$ cat src/rtl/oflow_score_board_rr_arbiter_pkg.sv
// ---------------------------------------------------------------------------
// oflow_arb_pkg
// Shared constants and types for the score-board round-robin arbiter.
//   PE_NUM    : number of PE requesters per set
//   ID_LEN    : width of the object ID written to the score board
//   ROW_LEN   : width of the score-board row select
//   PE_IDX_W  : width of a PE index
//   arb_state_t : arbiter FSM states
//   next_idx()  : PE index increment with wrap at PE_NUM-1
// ---------------------------------------------------------------------------
package oflow_arb_pkg;

  localparam int PE_NUM   = 8;
  localparam int ID_LEN   = 12;
  localparam int ROW_LEN  = 5;
  localparam int PE_IDX_W = $clog2(PE_NUM);

  typedef enum logic [1:0] {IDLE, ARB, WAIT, DONE} arb_state_t;

  // Explicit wrap so the pointer stays legal even when PE_NUM is not a power of two.
  function automatic logic [PE_IDX_W-1:0] next_idx(input logic [PE_IDX_W-1:0] idx);
    if (idx == PE_IDX_W'(PE_NUM - 1)) begin
      return '0;
    end
    return idx + 1'b1;
  endfunction

endpackage

$ cat src/rtl/oflow_score_board_rr_arbiter_if.sv
// ---------------------------------------------------------------------------
// oflow_score_board_rr_arbiter_if
// Bundles the PE-array side and the score-board write side of the arbiter.
//   master : the environment (PE array + score board) view
//   slave  : the arbiter view
// Signals: start_registration, pe_valid_mask, row_sel, pe_req, pe_id,
//          pe_grant, sb_wr_valid, sb_wr_ready, sb_wr_pe, sb_wr_id,
//          sb_wr_row, busy, done_arb, start_err
// ---------------------------------------------------------------------------
interface oflow_score_board_rr_arbiter_if;
  import oflow_arb_pkg::*;

  logic                     start_registration;
  logic [PE_NUM-1:0]        pe_valid_mask;
  logic [ROW_LEN-1:0]       row_sel;
  logic [PE_NUM-1:0]        pe_req;
  logic [PE_NUM*ID_LEN-1:0] pe_id;
  logic [PE_NUM-1:0]        pe_grant;
  logic                     sb_wr_valid;
  logic                     sb_wr_ready;
  logic [PE_IDX_W-1:0]      sb_wr_pe;
  logic [ID_LEN-1:0]        sb_wr_id;
  logic [ROW_LEN-1:0]       sb_wr_row;
  logic                     busy;
  logic                     done_arb;
  logic                     start_err;

  modport master (
    output start_registration, pe_valid_mask, row_sel, pe_req, pe_id, sb_wr_ready,
    input  pe_grant, sb_wr_valid, sb_wr_pe, sb_wr_id, sb_wr_row, busy, done_arb, start_err
  );

  modport slave (
    input  start_registration, pe_valid_mask, row_sel, pe_req, pe_id, sb_wr_ready,
    output pe_grant, sb_wr_valid, sb_wr_pe, sb_wr_id, sb_wr_row, busy, done_arb, start_err
  );

endinterface

$ cat src/rtl/oflow_score_board_rr_arbiter_rr_pick.sv
// ---------------------------------------------------------------------------
// oflow_rr_pick
// Combinational round-robin picker: first set bit of req searching from ptr
// upward with wrap.
//   req : eligible requesters
//   ptr : search start index
//   any : at least one requester eligible
//   idx : chosen index (0 when any is low)
// ---------------------------------------------------------------------------
module oflow_rr_pick
  import oflow_arb_pkg::*;
(
  input  logic [PE_NUM-1:0]   req,
  input  logic [PE_IDX_W-1:0] ptr,
  output logic                any,
  output logic [PE_IDX_W-1:0] idx
);

  // pos[k] is the PE that sits k places after ptr; rot[k] is its request.
  logic [PE_IDX_W-1:0] pos [PE_NUM];
  logic [PE_NUM-1:0]   rot;

  genvar gi;
  generate
    for (gi = 0; gi < PE_NUM; gi++) begin : g_rot
      assign pos[gi] = (int'(ptr) + gi >= PE_NUM) ? PE_IDX_W'(int'(ptr) + gi - PE_NUM)
                                                  : PE_IDX_W'(int'(ptr) + gi);
      assign rot[gi] = req[pos[gi]];
    end
  endgenerate

  assign any = |req;

  // Scan from the far end so the entry closest to ptr wins.
  always_comb begin
    idx = '0;
    for (int k = PE_NUM - 1; k >= 0; k--) begin
      if (rot[k]) begin
        idx = pos[k];
      end
    end
  end

endmodule

$ cat src/rtl/oflow_score_board_rr_arbiter.sv
// ---------------------------------------------------------------------------
// oflow_score_board_rr_arbiter
// Shares the single score-board write port among the PEs of one set. Each
// start_registration latches the set's valid mask and row, then serves every
// masked PE exactly once, one write at a time, in round-robin order. The
// round-robin pointer persists across rounds.
//   clk     : clock
//   reset_N : asynchronous active-low reset
//   bus     : slave view of oflow_score_board_rr_arbiter_if
//             (start/mask/row/req/id in; grant and score-board write out;
//              busy, done_arb, start_err status)
// ---------------------------------------------------------------------------
module oflow_score_board_rr_arbiter
  import oflow_arb_pkg::*;
(
  input  logic                           clk,
  input  logic                           reset_N,
  oflow_score_board_rr_arbiter_if.slave  bus
);

  arb_state_t          state_reg,   state_next;
  logic [PE_NUM-1:0]   pending_reg, pending_next;
  logic [PE_IDX_W-1:0] rr_ptr_reg,  rr_ptr_next;
  logic [PE_IDX_W-1:0] wr_pe_reg,   wr_pe_next;
  logic [ID_LEN-1:0]   wr_id_reg,   wr_id_next;
  logic [ROW_LEN-1:0]  row_reg,     row_next;

  logic [ID_LEN-1:0]   pe_id_arr [PE_NUM];
  logic                pick_any;
  logic [PE_IDX_W-1:0] pick_idx;
  logic                accept;

  genvar gi;
  generate
    for (gi = 0; gi < PE_NUM; gi++) begin : g_pe
      assign pe_id_arr[gi]   = bus.pe_id[gi*ID_LEN +: ID_LEN];
      assign bus.pe_grant[gi] = accept && (wr_pe_reg == PE_IDX_W'(gi));
    end
  endgenerate

  // Only PEs still owed a write in this round may compete.
  oflow_rr_pick u_pick (
    .req (pending_reg & bus.pe_req),
    .ptr (rr_ptr_reg),
    .any (pick_any),
    .idx (pick_idx)
  );

  assign accept = bus.sb_wr_valid && bus.sb_wr_ready;

  always_ff @(posedge clk or negedge reset_N) begin
    if (!reset_N) begin
      state_reg   <= IDLE;
      pending_reg <= '0;
      rr_ptr_reg  <= '0;
      wr_pe_reg   <= '0;
      wr_id_reg   <= '0;
      row_reg     <= '0;
    end else begin
      state_reg   <= state_next;
      pending_reg <= pending_next;
      rr_ptr_reg  <= rr_ptr_next;
      wr_pe_reg   <= wr_pe_next;
      wr_id_reg   <= wr_id_next;
      row_reg     <= row_next;
    end
  end

  always_comb begin
    state_next   = state_reg;
    pending_next = pending_reg;
    rr_ptr_next  = rr_ptr_reg;
    wr_pe_next   = wr_pe_reg;
    wr_id_next   = wr_id_reg;
    row_next     = row_reg;
    case (state_reg)
      IDLE: begin
        if (bus.start_registration) begin
          pending_next = bus.pe_valid_mask;
          row_next     = bus.row_sel;
          state_next   = ARB;
        end
      end
      ARB: begin
        if (pending_reg == '0) begin
          state_next = DONE;
        end else if (pick_any) begin
          // ID is captured here so a PE dropping its request mid-write is harmless.
          wr_pe_next = pick_idx;
          wr_id_next = pe_id_arr[pick_idx];
          state_next = WAIT;
        end
      end
      WAIT: begin
        if (accept) begin
          pending_next[wr_pe_reg] = 1'b0;
          rr_ptr_next             = next_idx(wr_pe_reg);
          state_next              = ARB;
        end
      end
      DONE: begin
        state_next = IDLE;
      end
      default: begin
        state_next = IDLE;
      end
    endcase
  end

  // Status decoded from the state register, so reset clears them immediately.
  assign bus.sb_wr_valid = (state_reg == WAIT);
  assign bus.busy        = (state_reg == ARB) || (state_reg == WAIT);
  assign bus.done_arb    = (state_reg == DONE);
  assign bus.start_err   = bus.start_registration && (state_reg != IDLE);
  assign bus.sb_wr_pe    = wr_pe_reg;
  assign bus.sb_wr_id    = wr_id_reg;
  assign bus.sb_wr_row   = row_reg;

endmodule
$ cat src/flat_wrapper.sv
// flat-port wrapper written by rule: the top's interface ports become plain ports
module oflow_score_board_rr_arbiter_flat import oflow_arb_pkg::*;
  (clk, reset_N, bus_start_registration, bus_pe_valid_mask, bus_row_sel, bus_pe_req, bus_pe_id, bus_sb_wr_ready, bus_pe_grant, bus_sb_wr_valid, bus_sb_wr_pe, bus_sb_wr_id, bus_sb_wr_row, bus_busy, bus_done_arb, bus_start_err);
  oflow_score_board_rr_arbiter_if bus_i ();
  input  logic clk;
  input  logic reset_N;
  input wire logic [$bits(bus_i.start_registration)-1:0] bus_start_registration;
  input wire logic [$bits(bus_i.pe_valid_mask)-1:0] bus_pe_valid_mask;
  input wire logic [$bits(bus_i.row_sel)-1:0] bus_row_sel;
  input wire logic [$bits(bus_i.pe_req)-1:0] bus_pe_req;
  input wire logic [$bits(bus_i.pe_id)-1:0] bus_pe_id;
  input wire logic [$bits(bus_i.sb_wr_ready)-1:0] bus_sb_wr_ready;
  output wire logic [$bits(bus_i.pe_grant)-1:0] bus_pe_grant;
  output wire logic [$bits(bus_i.sb_wr_valid)-1:0] bus_sb_wr_valid;
  output wire logic [$bits(bus_i.sb_wr_pe)-1:0] bus_sb_wr_pe;
  output wire logic [$bits(bus_i.sb_wr_id)-1:0] bus_sb_wr_id;
  output wire logic [$bits(bus_i.sb_wr_row)-1:0] bus_sb_wr_row;
  output wire logic [$bits(bus_i.busy)-1:0] bus_busy;
  output wire logic [$bits(bus_i.done_arb)-1:0] bus_done_arb;
  output wire logic [$bits(bus_i.start_err)-1:0] bus_start_err;
  assign bus_i.start_registration = bus_start_registration;
  assign bus_i.pe_valid_mask = bus_pe_valid_mask;
  assign bus_i.row_sel = bus_row_sel;
  assign bus_i.pe_req = bus_pe_req;
  assign bus_i.pe_id = bus_pe_id;
  assign bus_i.sb_wr_ready = bus_sb_wr_ready;
  assign bus_pe_grant = bus_i.pe_grant;
  assign bus_sb_wr_valid = bus_i.sb_wr_valid;
  assign bus_sb_wr_pe = bus_i.sb_wr_pe;
  assign bus_sb_wr_id = bus_i.sb_wr_id;
  assign bus_sb_wr_row = bus_i.sb_wr_row;
  assign bus_busy = bus_i.busy;
  assign bus_done_arb = bus_i.done_arb;
  assign bus_start_err = bus_i.start_err;
  oflow_score_board_rr_arbiter u_core (.clk(clk), .reset_N(reset_N), .bus(bus_i));
endmodule
$ cat config.mk
export PLATFORM = sky130hd
export DESIGN_NAME = oflow_score_board_rr_arbiter_flat
export DESIGN_NICKNAME = d
export VERILOG_FILES = /design/src/rtl/oflow_score_board_rr_arbiter_pkg.sv /design/src/rtl/oflow_score_board_rr_arbiter_if.sv /design/src/rtl/oflow_score_board_rr_arbiter_rr_pick.sv /design/src/rtl/oflow_score_board_rr_arbiter.sv /design/src/flat_wrapper.sv
export SDC_FILE = /design/constraint.sdc
export NUM_CORES = 1
export LEC_CHECK = 0
export ABC_AREA = 1
export CORE_MARGIN = 3
export CORE_UTILIZATION = 44
export CTS_CLUSTER_SIZE = 10
export DETAILED_ROUTE_END_ITERATION = 8
export PLACE_DENSITY = 0.83
export SETUP_SLACK_MARGIN = 0.02
export SLEW_MARGIN = 25
export SYNTH_ARGS = -nofsm -noshare
export SYNTH_HDL_FRONTEND = slang
export SYNTH_SLANG_ARGS = --single-unit
$ cat constraint.sdc
create_clock -name clk -period 3.4 [get_ports clk]
set_clock_uncertainty 0.1 [all_clocks]
set_input_delay 0.68 -clock clk [delete_from_list [all_inputs] [get_ports clk]]
set_output_delay 0.68 -clock clk [all_outputs]
set_load 0.02 [all_outputs]
---- Word-level counts from Yosys, hierarchy flattened ----
Index checks and enable logic that the tools add are counted.
word-level totals
  register bits ........................... 33
  input bits .............................. 121
  word-level logic and storage cells ...... 132
cells by class
  add/subtract/negate cells ............... 16
  $lt $le $gt $ge ......................... 19
  eq/ne operators ......................... 13
  multiplexer cells ....................... 50
  bitwise gates (word level) .............. 5
  reductions and logical operators ........ 23
operators by type and width
  kind                   number
  $mux W3                18
  $bmux W12 S3           1
  $lt A3 B4 Y1 const B   9
  $ge A4 B4 Y1 const B   8
  $bmux W1 S3            8
  $mux W12               2
  $sub A3 B1 Y3 const B  8
  $add A3 B3 Y4 const B  4
  $and A8 B8 Y8          2
  $mux W8                2
  $pmux W8 S2            1
  $eq A3 B3 Y1 const B   4
  $mux W1                12
  $logic_and A1 B1 Y1    11
  $reduce_and A3 Y1      3
  $add A3 B2 Y4 const B  2
  $logic_not A8 Y1       1
  $mux W2                4
  $not A8 Y8             1
  $pmux W2 S4            1
  $reduce_or A8 Y1       1
  $eq A3 B2 Y1 const B   2
  $add A3 B1 Y4 const B  1
  $eq A2 B2 Y1 const B   2
  15 further kinds       18

---- Depth between registers and ports, before layout ----
Gate-level depths: netlist of run 1.
  word-level depth ........................ 17
  mapped depth ............................ 23
  depth with buffers taken out ............ 21

---- Modules after synthesis ----
From an unflattened synthesis of run 1, not the netlist that was laid out.
second synthesis, totals
  cells, all modules ...................... 553
  area total of the unflattened synthesis .. 3368.2 um^2
by module, submodules not included
  module                        times used  cells each  area an instance (um^2)  sequential area each (um^2)
  oflow_score_board_rr_arbiter  1           424         2680.1                   825.8
  oflow_rr_pick                 1           129         688.2                    0.0

---- Worst setup path before layout of run 1 ----
OpenSTA, ideal clock, no wires.
  path kind ............................... register to output
  start point ............................. register u_core.state_reg[0]
  end point ............................... output port bus_pe_grant[0]
  arrival ................................. 1.824 ns
  data required time ...................... 2.620 ns
  slack ................................... 0.796 ns
  cell stages (with the launch flop) ...... 7
  path buffers ............................ 2
  path through ............................ dfrtp_1 > inv_1 > ha_1 > clkbuf_1 > nand2_1 > clkbuf_1 > nor3_1
on the way
  word-level cells in the longest chain between the ends .. 3
ends and longest elaborated chain
  element                   line                                 RTL
  start: declaration        oflow_score_board_rr_arbiter.sv:21   arb_state_t state_reg, state_next;
  start signal: assignment  oflow_score_board_rr_arbiter.sv:60   state_reg <= state_next;
  $eq A2 B2 Y1              oflow_score_board_rr_arbiter.sv:111  assign bus.sb_wr_valid = (state_reg == WAIT);
  net bus_sb_wr_valid       flat_wrapper.sv:14                   output wire logic [$bits(bus_i.sb_wr_valid)-1:0] bus_sb_wr_valid;
  $logic_and A1 B1 Y1       oflow_score_board_rr_arbiter.sv:49   assign accept = bus.sb_wr_valid && bus.sb_wr_ready;
  $logic_and A1 B1 Y1       oflow_score_board_rr_arbiter.sv:37   assign bus.pe_grant[gi] = accept && (wr_pe_reg == PE_IDX_W'(gi));
  end: declaration          flat_wrapper.sv:13                   output wire logic [$bits(bus_i.pe_grant)-1:0] bus_pe_grant;
The timed path passes the listed nets, and every way through them passes these cells.

---- Final worst setup path of run 1 ----
  start point ............................. register u_core.state_reg[0]
  end point ............................... output port bus_pe_grant[0]
on the way
  word-level cells in the longest chain between the ends .. 3
ends and longest elaborated chain
  element              line
  $eq A2 B2 Y1         oflow_score_board_rr_arbiter.sv:111
  $logic_and A1 B1 Y1  oflow_score_board_rr_arbiter.sv:49
  $logic_and A1 B1 Y1  oflow_score_board_rr_arbiter.sv:37
Every way passes these cells.

==> results.md, run 1 <==
* Vias post-DR at 4269
* Routed len/inst at 14.6 um
* Placed Cells at 807
* Layout cell share with drive strength beyond 1 at 0.0603
* Finished Layout Cells at 815
* Commonest non-fill, non-tap cells in the layout: nand2_1 (171), clkdlybuf4s50_1 (152), nand3_1 (125)
* Routed WL at 11.9 mm
* Worst relative slew slack at 0.457
* Status: completed
* H-tree levels at 2
* Worst setup EP type: primary output
* Post-Syn Area at 3540 sq um
* Hold Path Class: reg2reg
* Distinct cells, synth at 29
* Largest register FFs at 12
* Detailed Place HPWL at 9.35 mm
* Total die area at 9170 sq um
* Post-route ant nets at 0
* Worst-Skew Late Latency at 0.28 ns
* Core Rows at 32
* Die Span Y at 95.7 um
* 1st-iter DRT viols at 222
* Final min period at 3.19 ns
* DR DRC count at 0
* Dpl cell area at 5090 sq um
* Clock Pin Slew Worst Setup and Hold Paths at around 0.070 ns
* GRT overflow at 0
* GRT Total Usage at 0.252
* I/O pin count at 153
* Type of the worst setup path: reg2out
* Number of synthesized register bits at 33
* Largest net degree at the start of global routing at 49
* Cells after synthesis at 573
* Critical Path RT at 2.62 ns
* Nets at 845
* Via/cell ratio at ~5.2
* Setup Viol. Count Final at 0
* Starting Density at 0.456
* Root buf cell: clkbuf_8
* CTS tree: yes
* Hold Vio Cnt, Final at 0
* Maxcap violations at 0
* Area grow syn2layout at 46.6%
* Post-CTS resize count at 0
* CTS buffer count at 5
* RSZ-0062 raised after global routing: no
* Clk buf depth at 2
* Clk sinks at 33
* Synth warnings at 0
* Sum Neg Setup Slack at 0 ns
* Design Area, Final at about 5200 sq um
* DRT Pass-1 Iters at 5
* Die width at 95.7 um
* Critical-path maximum fanout at 12
* Most common cell after layout, fill and taps aside: nand2_1
* Fin crit share at 0.937
* Global-route wire length before repair at 18.5 mm
* Hold-fix buffer count after cts at 0
* Initial antenna violation count at 0
* Core region area at 7770 sq um
* Highest clock rate at ~0.31 GHz
* Register area share after synthesis at 0.233
* Average instance area after synthesis at 6.18 sq um
* Worst setup SP type: register
* Port bufs at 152
* Final Max Tran Viols at 0
* Vias in the first global route at 3948
* Post-CTS Setup Bufs at 0
* Worst Max-Slew Pin Slew at around 0.8 ns
* GPL Wtd Cong at approximately 0.91
* Syn Nets at 706
* # diodes at 0
* Fill cells at 693
* Critical Path AT at 2.41 ns
==> critical path, cell delays in order (launching register included) <==
cell and delay, ns:
dfrtp_1 0.41, inv_1 0.09, ha_1 0.40, nand2_1 0.30
nor3_1 0.26, clkdlybuf4s50_1 0.65
==> stage by stage <==
step           hold WS [ns]  utilization  worst slack, ns
3_5_place_dp          0.372        0.656            0.279
4_1_cts               0.393        0.669            0.215
3_3_place_gp          0.361        0.656            0.311
6_report              0.391        0.669            0.213
2_1_floorplan         0.284            -            0.796
5_1_grt               0.422        0.669           0.0385
==> worst paths after layout <==
path | from | cells after the start | slack, ns | end
worst max-delay path | u_core.state_reg[0]$_DFFE_PN0P_ | 5 | 0.21 | bus_pe_grant[0]
worst min-delay path | u_core.bus.sb_wr_row[4]$_DFFE_PN0P_ | 2 | 0.39 | u_core.bus.sb_wr_row[4]$_DFFE_PN0P_
worst max register to register | u_core.rr_ptr_reg[1]$_DFFE_PN0P_ | 18 | 0.38 | u_core.bus.sb_wr_id[7]$_DFFE_PN0P_
worst min register to register | u_core.bus.sb_wr_row[4]$_DFFE_PN0P_ | 2 | 0.39 | u_core.bus.sb_wr_row[4]$_DFFE_PN0P_
max in group asynchronous | reset_N | 2 | 2.20 | u_core.bus.sb_wr_id[3]$_DFFE_PN0P_
min in group asynchronous | reset_N | 2 | 0.71 | u_core.pending_reg[4]$_DFFE_PN0P_
==> area by class of cell <==
cell class | count | area (sq um) | area share
Clock inverter | 1 | 5.00 | 0.000963
Timing Repair Buffer | 161 | 1610 | 0.311
Clock buffer | 7 | 96.3 | 0.0185
Inverter | 87 | 327 | 0.0628
Sequential cell | 33 | 826 | 0.159
Tap cell | 102 | 128 | 0.0246
Multi-Input combinational cell | 424 | 2200 | 0.424
==> logic make-up after synthesis <==
group                    Yosys count  share of synthesized area
AND/OR/NAND/NOR                  371                      0.502
buffers and inverters            116                      0.146
XOR/XNOR                           3                     0.0138
flip-flops                        33                      0.233
adder cells (fa/ha/maj)           12                     0.0424
AO/OA/AOI/OAI                     38                     0.0625
==> synth_stat cells <==
library cell  count  share of area
a21oi_1          17          0.024
a21oi_4           1         0.0046
a221oi_1          2         0.0049
a22o_1            2         0.0049
and2_1            1         0.0018
buf_1             1         0.0011
buf_2            11          0.016
buf_4             6          0.013
buf_6             6          0.019
clkbuf_1          5         0.0053
clkinv_1          2         0.0021
dfrtp_1          33           0.23
ha_1             12          0.042
inv_1            76          0.081
inv_2             9         0.0095
nand2_1         171           0.18
nand2_2           7          0.012
nand3_1         125           0.18
nand3_2           5          0.014
nand3b_1         44          0.093
nor2_1            9         0.0095
nor3_1            6         0.0085
nor4_1            2         0.0035
o21ai_0          13          0.018
o21ai_1           1         0.0014
o31ai_1           2         0.0042
or2_2             1         0.0018
xnor2_2           2         0.0092
xor2_2            1         0.0046
==> routing by layer <==
metal | global-route usage | wire (um) | vias up
li1 | - | - | 2131
met1 | 0.348 | 5100 | 1965
met2 | 0.398 | 5560 | 152
met3 | 0.0508 | 934 | 21
met4 | 0.0735 | 270 | 0
met5 | 0 | 0 | -
Power of run 1 is left out: the tool's default activity adds up to more than one toggle a clock period on the data nets, which glitch-free logic cannot reach.
==> run 2, diff against run 1 <==
--- a/config.mk
+++ b/config.mk
@@ -6,6 +6,7 @@
 export NUM_CORES = 1
 export LEC_CHECK = 0
 export ABC_AREA = 1
+export CORE_ASPECT_RATIO = 0.5
 export CORE_MARGIN = 3
 export CORE_UTILIZATION = 44
 export CTS_CLUSTER_SIZE = 10
==> results.md, run 2 (same netlist as run 1, synthesis figures left out) <==
* CTS buffer count at 5
* Clk sinks at 33
* CP most frequent cell: nand2_1
* Die width at ~130 um
* Commonest non-fill, non-tap cells in the layout: nand2_1 (171), clkdlybuf4s50_1 (152), nand3_1 (125)
* Met2 Routed Length at 5.57 mm
* Initial antenna violation count at 0
* Final Max Tran Viols at 0
* Met3 wire length at just under 700 um
* DRT Pass-1 Iters at 5
* Die Span Y at 69.5 um
* Family with the most delay on the worst path: simple AND/OR/NAND/NOR gates
* Max incr delay on CP at 0.56 ns
* # diodes at 0
* Highest clock rate at 0.329 GHz
* Fin crit share at 0.895
* CTS tree: yes
* Routed len/inst at 13.9 um
* Port bufs at 152
* Global-route wire length before repair at 19.0 mm
* Nets at about 850
* I/O pin count at ~150
* Hold Path Class: reg2reg
* Hold Vio Cnt, Final at 0
* GRT Total Usage at 0.244
* M1 wire length at around 5 mm
* Post-route ant nets at 0
* GPL Wtd Cong at roughly 0.93
* Worst setup EP type: register
* Sum Neg Setup Slack at 0 ns
* Critical Path RT at 3.47 ns
* Starting Density at 0.468
* Detailed Place HPWL at 8.93 mm
* GRT overflow at 0
* Clock Pin Slew Worst Setup and Hold Paths at 0.06 ns
* Via/cell ratio at roughly 5
* Largest register FFs at 12
* Most common cell after layout, fill and taps aside: nand2_1
* Largest net degree at the start of global routing at 43
* Routed WL at 11.4 mm
* DR DRC count at 0
* Critical-path maximum fanout at 24
* Top layer in use: met4
* Critical Path AT at between 3 and 4 ns
* Total die area at 9230 sq um
* Buf/Inv on CP at 2
* Layout cell share with drive strength beyond 1 at 0.0629
* CP max-delay cell: dfrtp_1
* RSZ-0062 raised after global routing: no
* Worst Max-Slew Pin Slew at 0.513 ns
* H-tree levels at 2
* Clk buf depth at 2
* Status: completed
* Final min period at just over 3 ns
* Worst setup SP type: register
* Type of the worst setup path: reg2reg
* Vias post-DR at between 4000 and 5000
* Core region area at ~7600 sq um
* 1st-iter DRT viols at 398
* Setup Viol. Count Final at 0
* Maxcap violations at 0
* Vias in the first global route at 3909
* Worst relative slew slack at 0.657
* Core Rows at 22
* Worst-path cell chain: inv_2, ha_1, inv_2, nand3_1, nand3_1, nand2_1, nand3_1, nand2_1, nand2_1, nand2_1, nand2_1, nand2_2, nand2_1, nand2_2, nand3_1, nand2_1, nand2_1, nand2_1, nand2_1
* Hold-fix buffer count after cts at 0
* Worst-Skew Late Latency at roughly 0.27 ns
* Root buf cell: clkbuf_16
* Area grow syn2layout at 49.0%
-- run 2: cell types whose count changed in the layout (fill, tap and decap cells not counted) --
cell	previous run	this run
clkbuf_8	7	1
clkbuf_16	0	5
buf_4	7	10
buf_12	2	1
bufinv_16	0	1
clkbuf_1	0	1
clkinv_2	1	0
nor2_1	9	8
nor2_2	0	1
-- run 2: through the flow --
stage / instance area, sq um / instances / hold WS [ns] / setup slack, ns / util
after global routing: 5280 / 823 / 0.409 / 0.107 / 0.698
after CTS: 5280 / 823 / 0.382 / 0.322 / 0.697
after global placement: 5100 / 815 / 0.364 / 0.255 / 0.674
after floorplan: 3540 / 573 / 0.284 / 0.796 / -
after detailed placement: 5100 / 815 / 0.368 / 0.250 / 0.674
final: 5280 / 823 / 0.385 / 0.357 / 0.698
-- run 2: cell type report --
class,count,area [sq um]
tap,108,135
inverter,87,327
multi-input combinational,424,2200
fill,669,2290
clock buffer,7,143
clock inverter,1,30.0
timing repair buffer,163,1620
sequential,33,826
-- run 2: worst register-to-register path: cells and delay by family (launching register included) --
kind / cells / cell delay (ns)
AND/OR/NAND/NOR: 16 / 1.62
flip-flops: 1 / 0.56
adder cells (fa/ha/maj): 1 / 0.44
buffers and inverters: 2 / 0.20
-- run 2: metal layers --
metal	GRT usage	up-vias
met2	0.417	141
met5	0	-
met3	0.0370	10
li1	-	2129
met4	0.0438	0
met1	0.330	1904
-- run 2: final timing paths --
check / from / endpoint / slack [ns] / cells past startpoint
setup / recovery: u_core.rr_ptr_reg[1]$_DFFE_PN0P_ / u_core.bus.sb_wr_id[11]$_DFFE_PN0P_ / 0.36 / 19
hold / removal: u_core.bus.sb_wr_row[0]$_DFFE_PN0P_ / u_core.bus.sb_wr_row[0]$_DFFE_PN0P_ / 0.38 / 2
setup reg to reg: u_core.rr_ptr_reg[1]$_DFFE_PN0P_ / u_core.bus.sb_wr_id[11]$_DFFE_PN0P_ / 0.36 / 19
hold reg to reg: u_core.bus.sb_wr_row[0]$_DFFE_PN0P_ / u_core.bus.sb_wr_row[0]$_DFFE_PN0P_ / 0.38 / 2
max in group asynchronous: reset_N / u_core.bus.sb_wr_row[0]$_DFFE_PN0P_ / 2.19 / 2
min in group asynchronous: reset_N / u_core.bus.sb_wr_id[11]$_DFFE_PN0P_ / 0.71 / 2
-- run 2: what timing repair did --
action                                 4_1_cts  5_1_grt
setup endpoints to repair                    0        1
endpoints found under the hold margin        0        0
resized for setup                            0        1
setup buffers                                0        0
Power of run 2 is left out for the same reason.
